==> config.mk <==
export PLATFORM = sky130hd
export DESIGN_NAME = rx_descrambler
export DESIGN_NICKNAME = d
export VERILOG_FILES = /design/src/rtl/rx_descrambler_pkg.sv /design/src/rtl/rx_descrambler_prbs.sv /design/src/rtl/rx_descrambler.sv
export SDC_FILE = /design/constraint.sdc
export NUM_CORES = 1
export LEC_CHECK = 0
export CORE_UTILIZATION = 43
export CTS_CLUSTER_DIAMETER = 120
export CTS_CLUSTER_SIZE = 24
export DETAILED_ROUTE_END_ITERATION = 12
export HOLD_SLACK_MARGIN = 0.03
export PLACE_DENSITY = 0.77
export SYNTH_ARGS = -nofsm -noshare
export SYNTH_HDL_FRONTEND = slang
export SYNTH_HIERARCHICAL = 1
export SYNTH_SLANG_ARGS = --single-unit
export TNS_END_PERCENT = 10
==> constraint.sdc <==
create_clock -name s_axi_aclk -period 2.69 [get_ports s_axi_aclk]
set_clock_uncertainty 0.05 [all_clocks]
set_input_delay 0.538 -clock s_axi_aclk [delete_from_list [all_inputs] [get_ports s_axi_aclk]]
set_output_delay 0.538 -clock s_axi_aclk [all_outputs]
set_load 0.05 [all_outputs]
==> src/rtl/rx_descrambler_pkg.sv <==
// Shared definitions for the rx_descrambler slice: FSM encoding, data width and
// the keystream step used by the prbs generator.
package rx_descrambler_pkg;

  localparam int DATA_W = 32;

  typedef enum logic [1:0] {
    ST_IDLE     = 2'd0,
    ST_WAIT_SOF = 2'd1,
    ST_RUN      = 2'd2
  } rx_state_e;

  // One keystream word per step: xorshift32 (13, 17, 5). Word K0 is the seed itself.
  function automatic logic [DATA_W-1:0] prbs_next(input logic [DATA_W-1:0] x);
    logic [DATA_W-1:0] y;
    y = x ^ (x << 13);
    y = y ^ (y >> 17);
    y = y ^ (y << 5);
    return y;
  endfunction

endpackage

==> src/rtl/rx_descrambler_prbs.sv <==
// Keystream generator: reload loads the seed (K0 visible next cycle), run advances
// one word; reload wins over run.
module rx_descrambler_prbs
  import rx_descrambler_pkg::*;
(
  input  logic              s_axi_aclk,
  input  logic              s_axi_aresetn,
  input  logic              i_run,
  input  logic              i_reload,
  input  logic [DATA_W-1:0] i_seed,
  output logic [DATA_W-1:0] o_prbs
);

  logic [DATA_W-1:0] lfsr_q, lfsr_d;

  always_comb begin
    lfsr_d = lfsr_q;
    if (i_reload) begin
      lfsr_d = i_seed;
    end else if (i_run) begin
      lfsr_d = prbs_next(lfsr_q);
    end
  end

  always_ff @(posedge s_axi_aclk or negedge s_axi_aresetn) begin
    if (!s_axi_aresetn) begin
      lfsr_q <= '0;
    end else begin
      lfsr_q <= lfsr_d;
    end
  end

  assign o_prbs = lfsr_q;

endmodule

==> src/rtl/rx_descrambler.sv <==
// Frame-synchronised stream descrambler with a single output register stage.
// Optional frame counter enabled by defining RX_FRAME_CNT_EN.
module rx_descrambler
  import rx_descrambler_pkg::*;
#(
  parameter int C_DATA_WIDTH = 32,
  parameter int C_CNT_WIDTH  = 16
) (
  input  logic                    s_axi_aclk,
  input  logic                    s_axi_aresetn,
  input  logic                    i_rx_enable,
  input  logic [C_DATA_WIDTH-1:0] i_prbs_seed,
  input  logic                    i_prbs_reload,
  input  logic                    s_axis_tvalid,
  output logic                    s_axis_tready,
  input  logic [C_DATA_WIDTH-1:0] s_axis_tdata,
  input  logic                    s_axis_sof,
  output logic                    m_axis_tvalid,
  input  logic                    m_axis_tready,
  output logic [C_DATA_WIDTH-1:0] m_axis_tdata,
  output logic                    o_sync,
  output logic [C_CNT_WIDTH-1:0]  o_drop_cnt,
  output logic [31:0]             o_frame_cnt
);

  rx_state_e               state_q, state_d;
  logic                    m_tvalid_q, m_tvalid_d;
  logic [C_DATA_WIDTH-1:0] m_tdata_q, m_tdata_d;
  logic [C_CNT_WIDTH-1:0]  drop_cnt_q, drop_cnt_d;
  logic                    sync_q, sync_d;

  logic                    resync, in_ready, beat_acc, sof_acc, drop_acc, data_acc;
  logic                    prbs_run, prbs_reload;
  logic [DATA_W-1:0]       prbs_word;

  rx_descrambler_prbs u_prbs (
    .s_axi_aclk    (s_axi_aclk),
    .s_axi_aresetn (s_axi_aresetn),
    .i_run         (prbs_run),
    .i_reload      (prbs_reload),
    .i_seed        (i_prbs_seed),
    .o_prbs        (prbs_word)
  );

  // A host reload also stalls the input for that cycle so no beat meets a stale keystream.
  always_comb begin
    resync = (state_q == ST_RUN) && s_axis_tvalid && s_axis_sof;
    if (state_q == ST_IDLE) begin
      in_ready = 1'b1;
    end else begin
      in_ready = (!m_tvalid_q || m_axis_tready) && !resync && !i_prbs_reload;
    end
    beat_acc = s_axis_tvalid && in_ready;
    sof_acc  = beat_acc && (state_q == ST_WAIT_SOF) && s_axis_sof;
    drop_acc = beat_acc && (state_q == ST_WAIT_SOF) && !s_axis_sof;
    data_acc = sof_acc || (beat_acc && (state_q == ST_RUN));
    prbs_run = data_acc;

    case (state_q)
      ST_IDLE:     prbs_reload = 1'b1;
      ST_WAIT_SOF: prbs_reload = !sof_acc;
      ST_RUN:      prbs_reload = resync || i_prbs_reload;
      default:     prbs_reload = 1'b1;
    endcase
  end

  always_comb begin
    state_d = state_q;
    if (!i_rx_enable) begin
      state_d = ST_IDLE;
    end else begin
      case (state_q)
        ST_IDLE:     state_d = ST_WAIT_SOF;
        ST_WAIT_SOF: if (!i_prbs_reload && sof_acc) state_d = ST_RUN;
        ST_RUN:      if (i_prbs_reload || resync) state_d = ST_WAIT_SOF;
        default:     state_d = ST_IDLE;
      endcase
    end
    sync_d = (state_d == ST_RUN);
  end

  always_comb begin
    m_tvalid_d = m_tvalid_q && !m_axis_tready;
    m_tdata_d  = m_tdata_q;
    if (data_acc) begin
      m_tvalid_d = 1'b1;
      m_tdata_d  = s_axis_tdata ^ prbs_word;
    end
    drop_cnt_d = drop_cnt_q;
    if (drop_acc && !(&drop_cnt_q)) begin
      drop_cnt_d = drop_cnt_q + C_CNT_WIDTH'(1);
    end
  end

  always_ff @(posedge s_axi_aclk or negedge s_axi_aresetn) begin
    if (!s_axi_aresetn) begin
      state_q    <= ST_IDLE;
      m_tvalid_q <= 1'b0;
      m_tdata_q  <= '0;
      drop_cnt_q <= '0;
      sync_q     <= 1'b0;
    end else begin
      state_q    <= state_d;
      m_tvalid_q <= m_tvalid_d;
      m_tdata_q  <= m_tdata_d;
      drop_cnt_q <= drop_cnt_d;
      sync_q     <= sync_d;
    end
  end

`ifdef RX_FRAME_CNT_EN
  logic [31:0] frame_cnt_q, frame_cnt_d;

  always_comb begin
    frame_cnt_d = frame_cnt_q;
    if (sof_acc) begin
      frame_cnt_d = frame_cnt_q + 32'd1;
    end
  end

  always_ff @(posedge s_axi_aclk or negedge s_axi_aresetn) begin
    if (!s_axi_aresetn) begin
      frame_cnt_q <= '0;
    end else begin
      frame_cnt_q <= frame_cnt_d;
    end
  end

  assign o_frame_cnt = frame_cnt_q;
`else
  assign o_frame_cnt = '0;
`endif

  assign s_axis_tready = in_ready;
  assign m_axis_tvalid = m_tvalid_q;
  assign m_axis_tdata  = m_tdata_q;
  assign o_drop_cnt    = drop_cnt_q;
  assign o_sync        = sync_q;

endmodule
==> results.sh <==
export IMPL_reg2reg_to="u_prbs/o_prbs[5]$_DFFE_PN0P_"
export IMPL_yosysWarnings=6
export IMPL_synthDistinctLibCells=40
export IMPL_finalMaxSlewViolations=0
export IMPL_dr_pass1_iters=4
export IMPL_antenna_found_initial=0
export IMPL_yosys_area_top_type_share_pct=41.54
export IMPL_place_inst=758
export IMPL_vias=3962
export IMPL_grt_max_degree=66
export IMPL_tightestPinTransition_ps=682.9
export IMPL_synth_top_area_cell="dfrtp_1"
export IMPL_power_mw=5.676
export IMPL_postSynthAreaPerCell_um2=10.04
export IMPL_async_flop_share_pct=100.0
export IMPL_die_w_um=110.5
export IMPL_clk_latency_ps=340
export IMPL_grtUsageTotal_pct=20.25
export IMPL_end_kind="flop"
export IMPL_arrival_ps=2520
export IMPL_via_per_inst=5.119
export IMPL_yosysSeqAreaShare_pct=41.54
export IMPL_grt_pass1_vias=3936
export IMPL_placed_cell_area_um2=6342
export IMPL_crit_path_top_delay_cell="dfrtp_1"
export IMPL_cts_max_path_buffers=2
export IMPL_final_hold_violation_count=0
export IMPL_wl_mm=12.01
export IMPL_dp_hpwl_mm=9.085
export IMPL_start_kind="flop"
export IMPL_drc=0
export IMPL_instances_no_fill=774
export IMPL_path_cells="inv_1 -> ha_1 -> and2_1 -> a31oi_4 -> buf_4 -> o21ai_0 -> o211ai_1 -> inv_1 -> buf_4 -> nor2_1 -> a31oi_1"
export IMPL_drt_iter0_drc=210
export IMPL_cp_max_fo=21
export IMPL_critical_path_class="reg -> reg"
export IMPL_grt_pass1_wl_mm=19.55
export IMPL_numCtsBuffers=9
export IMPL_syn_area_um2=5060
export IMPL_final_common_cell="clkdlybuf4s50_1"
export IMPL_peakVddDrop_v=0.0004550
export IMPL_synth_main_ff_cell="dfrtp_1"
export IMPL_cts_sinks=84
export IMPL_ios=154
export IMPL_worstRegToRegCells=11
export IMPL_root_buffer="clkbuf_16"
export IMPL_ys_seq_elements=84
export IMPL_fp_coreArea_um2=11420
export IMPL_leakage_nw=2.819
export IMPL_post_route_period_util_pct=87.83
export IMPL_critPathMaxStageDelay_ps=390
export IMPL_overflow=0
export IMPL_gp_congestion=0.9073
export IMPL_critPathBufInv=4
export IMPL_clk_pin_slew_ps=60
export IMPL_final_area_um2=6621
export IMPL_syn_to_final_growth_pct=30.86
export IMPL_netlist_instances=504
export IMPL_maxCapViolations=0
export IMPL_synth_top_cells_by_area="dfrtp_1 42%, xnor2_1 13%, buf_4 4.7%"
export IMPL_rsz0062_at_grt="no"
export IMPL_cts_setup_buffers=0
export IMPL_mostFrequentLayoutCells="119 x clkdlybuf4s50_1, 84 x dfrtp_1, 77 x xnor2_1"
export IMPL_hold_path_class="in -> async"
export IMPL_power_density_nw_per_um2=857.2
export IMPL_clock_fmax_ghz=0.4232
export IMPL_rows=39
export IMPL_initial_utilization_pct=44.31
export IMPL_n_antenna_cell=0
export IMPL_ctsHoldBuffers=0
export IMPL_regToRegSetupSlack_ps=330
export IMPL_period_minus_slack_ps=2363
export IMPL_worst_hold_slack_ps=198.8
export IMPL_tritoncts="built"
export IMPL_cpLargestDelayFamily="buffers and inverters"
export IMPL_die_area_um2=12200
export IMPL_fin_tns_setup_ps=0
export IMPL_synth_edf_count=0
export IMPL_cts_resized=0
export IMPL_dieHeight_um=110.5
export IMPL_status="finished clean"
export IMPL_fin_nets=702
export IMPL_required_ps=2850
export IMPL_ant_nets=0
export IMPL_numPortBuffers=121
export IMPL_routedWlPerCell_um=15.51
export IMPL_cts_max_level=3
export IMPL_reg2reg_from="state_q[0]$_DFF_PN0_"
export IMPL_slew_headroom_pct=54.47
export IMPL_setup_violations_final=0
export IMPL_drive_gt1_share_pct=7.132
-- cells by family after synthesis --
| kind of cell | count (synthesis) | share of synthesized area (%) |
|---|---|---|
| AOI/OAI and AO/OA | 86 | 11.23 |
| xor gates and xnor gates | 102 | 21.71 |
| adders and majority gates | 5 | 1.236 |
| buffers and inverters | 67 | 8.086 |
| DFF | 84 | 41.54 |
| muxes | 8 | 1.731 |
| other | 1 | 0.07411 |
| and+or+nand+nor | 151 | 14.39 |
-- routing by layer --
metal  track usage, %  wire length, um  vias to the layer above
met4            7.822              230                        0
met5                0                0                        -
met2            34.16             5972                      134
met3            4.995              715                       19
li1                 -                -                     1903
met1            24.93             5090                     1906
-- flip-flops by register name (all words and copies together) (netlist names) --
register	count
o_drop_cnt	16
state_q	2
u_prbs/o_prbs	32
m_axis_tvalid	1
o_sync	1
m_axis_tdata	32
-- cells in the mapped netlist (10+ instances only) --
master / number
o21ai_1: 26
or3_1: 11
inv_1: 15
clkbuf_1: 13
a31oi_1: 10
nand4_1: 12
dfrtp_1: 84
nand2_1: 61
o21ai_0: 20
nor2_1: 23
xnor2_1: 77
xnor3_1: 10
nand3_1: 19
buf_4: 32
-- power breakdown --
part / leakage [nW] / internal, mW / switching, mW
Combinational: 1.64 / 1.09 / 1.54
Clock: 0.135 / 0.720 / 0.474
Sequential: 1.05 / 1.55 / 0.304
-- stage by stage --
step / setup WS (ps) / utilization (%)
3_3_place_gp: 104.9 / 55.54
6_report: 327.3 / 57.99
2_1_floorplan: 88.47 / -
4_1_cts: 340.0 / 57.99
3_5_place_dp: 77.12 / 55.54
5_1_grt: 80.58 / 57.99
-- how the worst max path moves through the flow --
stage                                 start                       endpoint  slack [ps]  cells past startpoint
detailed placement            m_axis_tready  u_prbs/o_prbs[20]$_DFFE_PN0P_          80                     10
floorplan           m_axis_tvalid$_DFF_PN0_  u_prbs/o_prbs[14]$_DFFE_PN0P_          90                     10
CTS                    state_q[0]$_DFF_PN0_  u_prbs/o_prbs[26]$_DFFE_PN0P_         340                     10
global route           state_q[0]$_DFF_PN0_  u_prbs/o_prbs[22]$_DFFE_PN0P_          80                     11
global placement              m_axis_tready  u_prbs/o_prbs[14]$_DFFE_PN0P_         100                      9
finish                 state_q[0]$_DFF_PN0_   u_prbs/o_prbs[5]$_DFFE_PN0P_         330                     11
-- final cells by class --
cell class / instances / area (um2)
flip-flops and latches: 84 / 2102
multi-input cells: 384 / 2666
repair buffers: 132 / 1339
well taps: 143 / 178.9
inverters: 15 / 56.30
clock buffers: 14 / 244.0
fillers: 972 / 4797
clock inverters: 2 / 35.03
No activity file was read; power rests on OpenSTA's default activity.
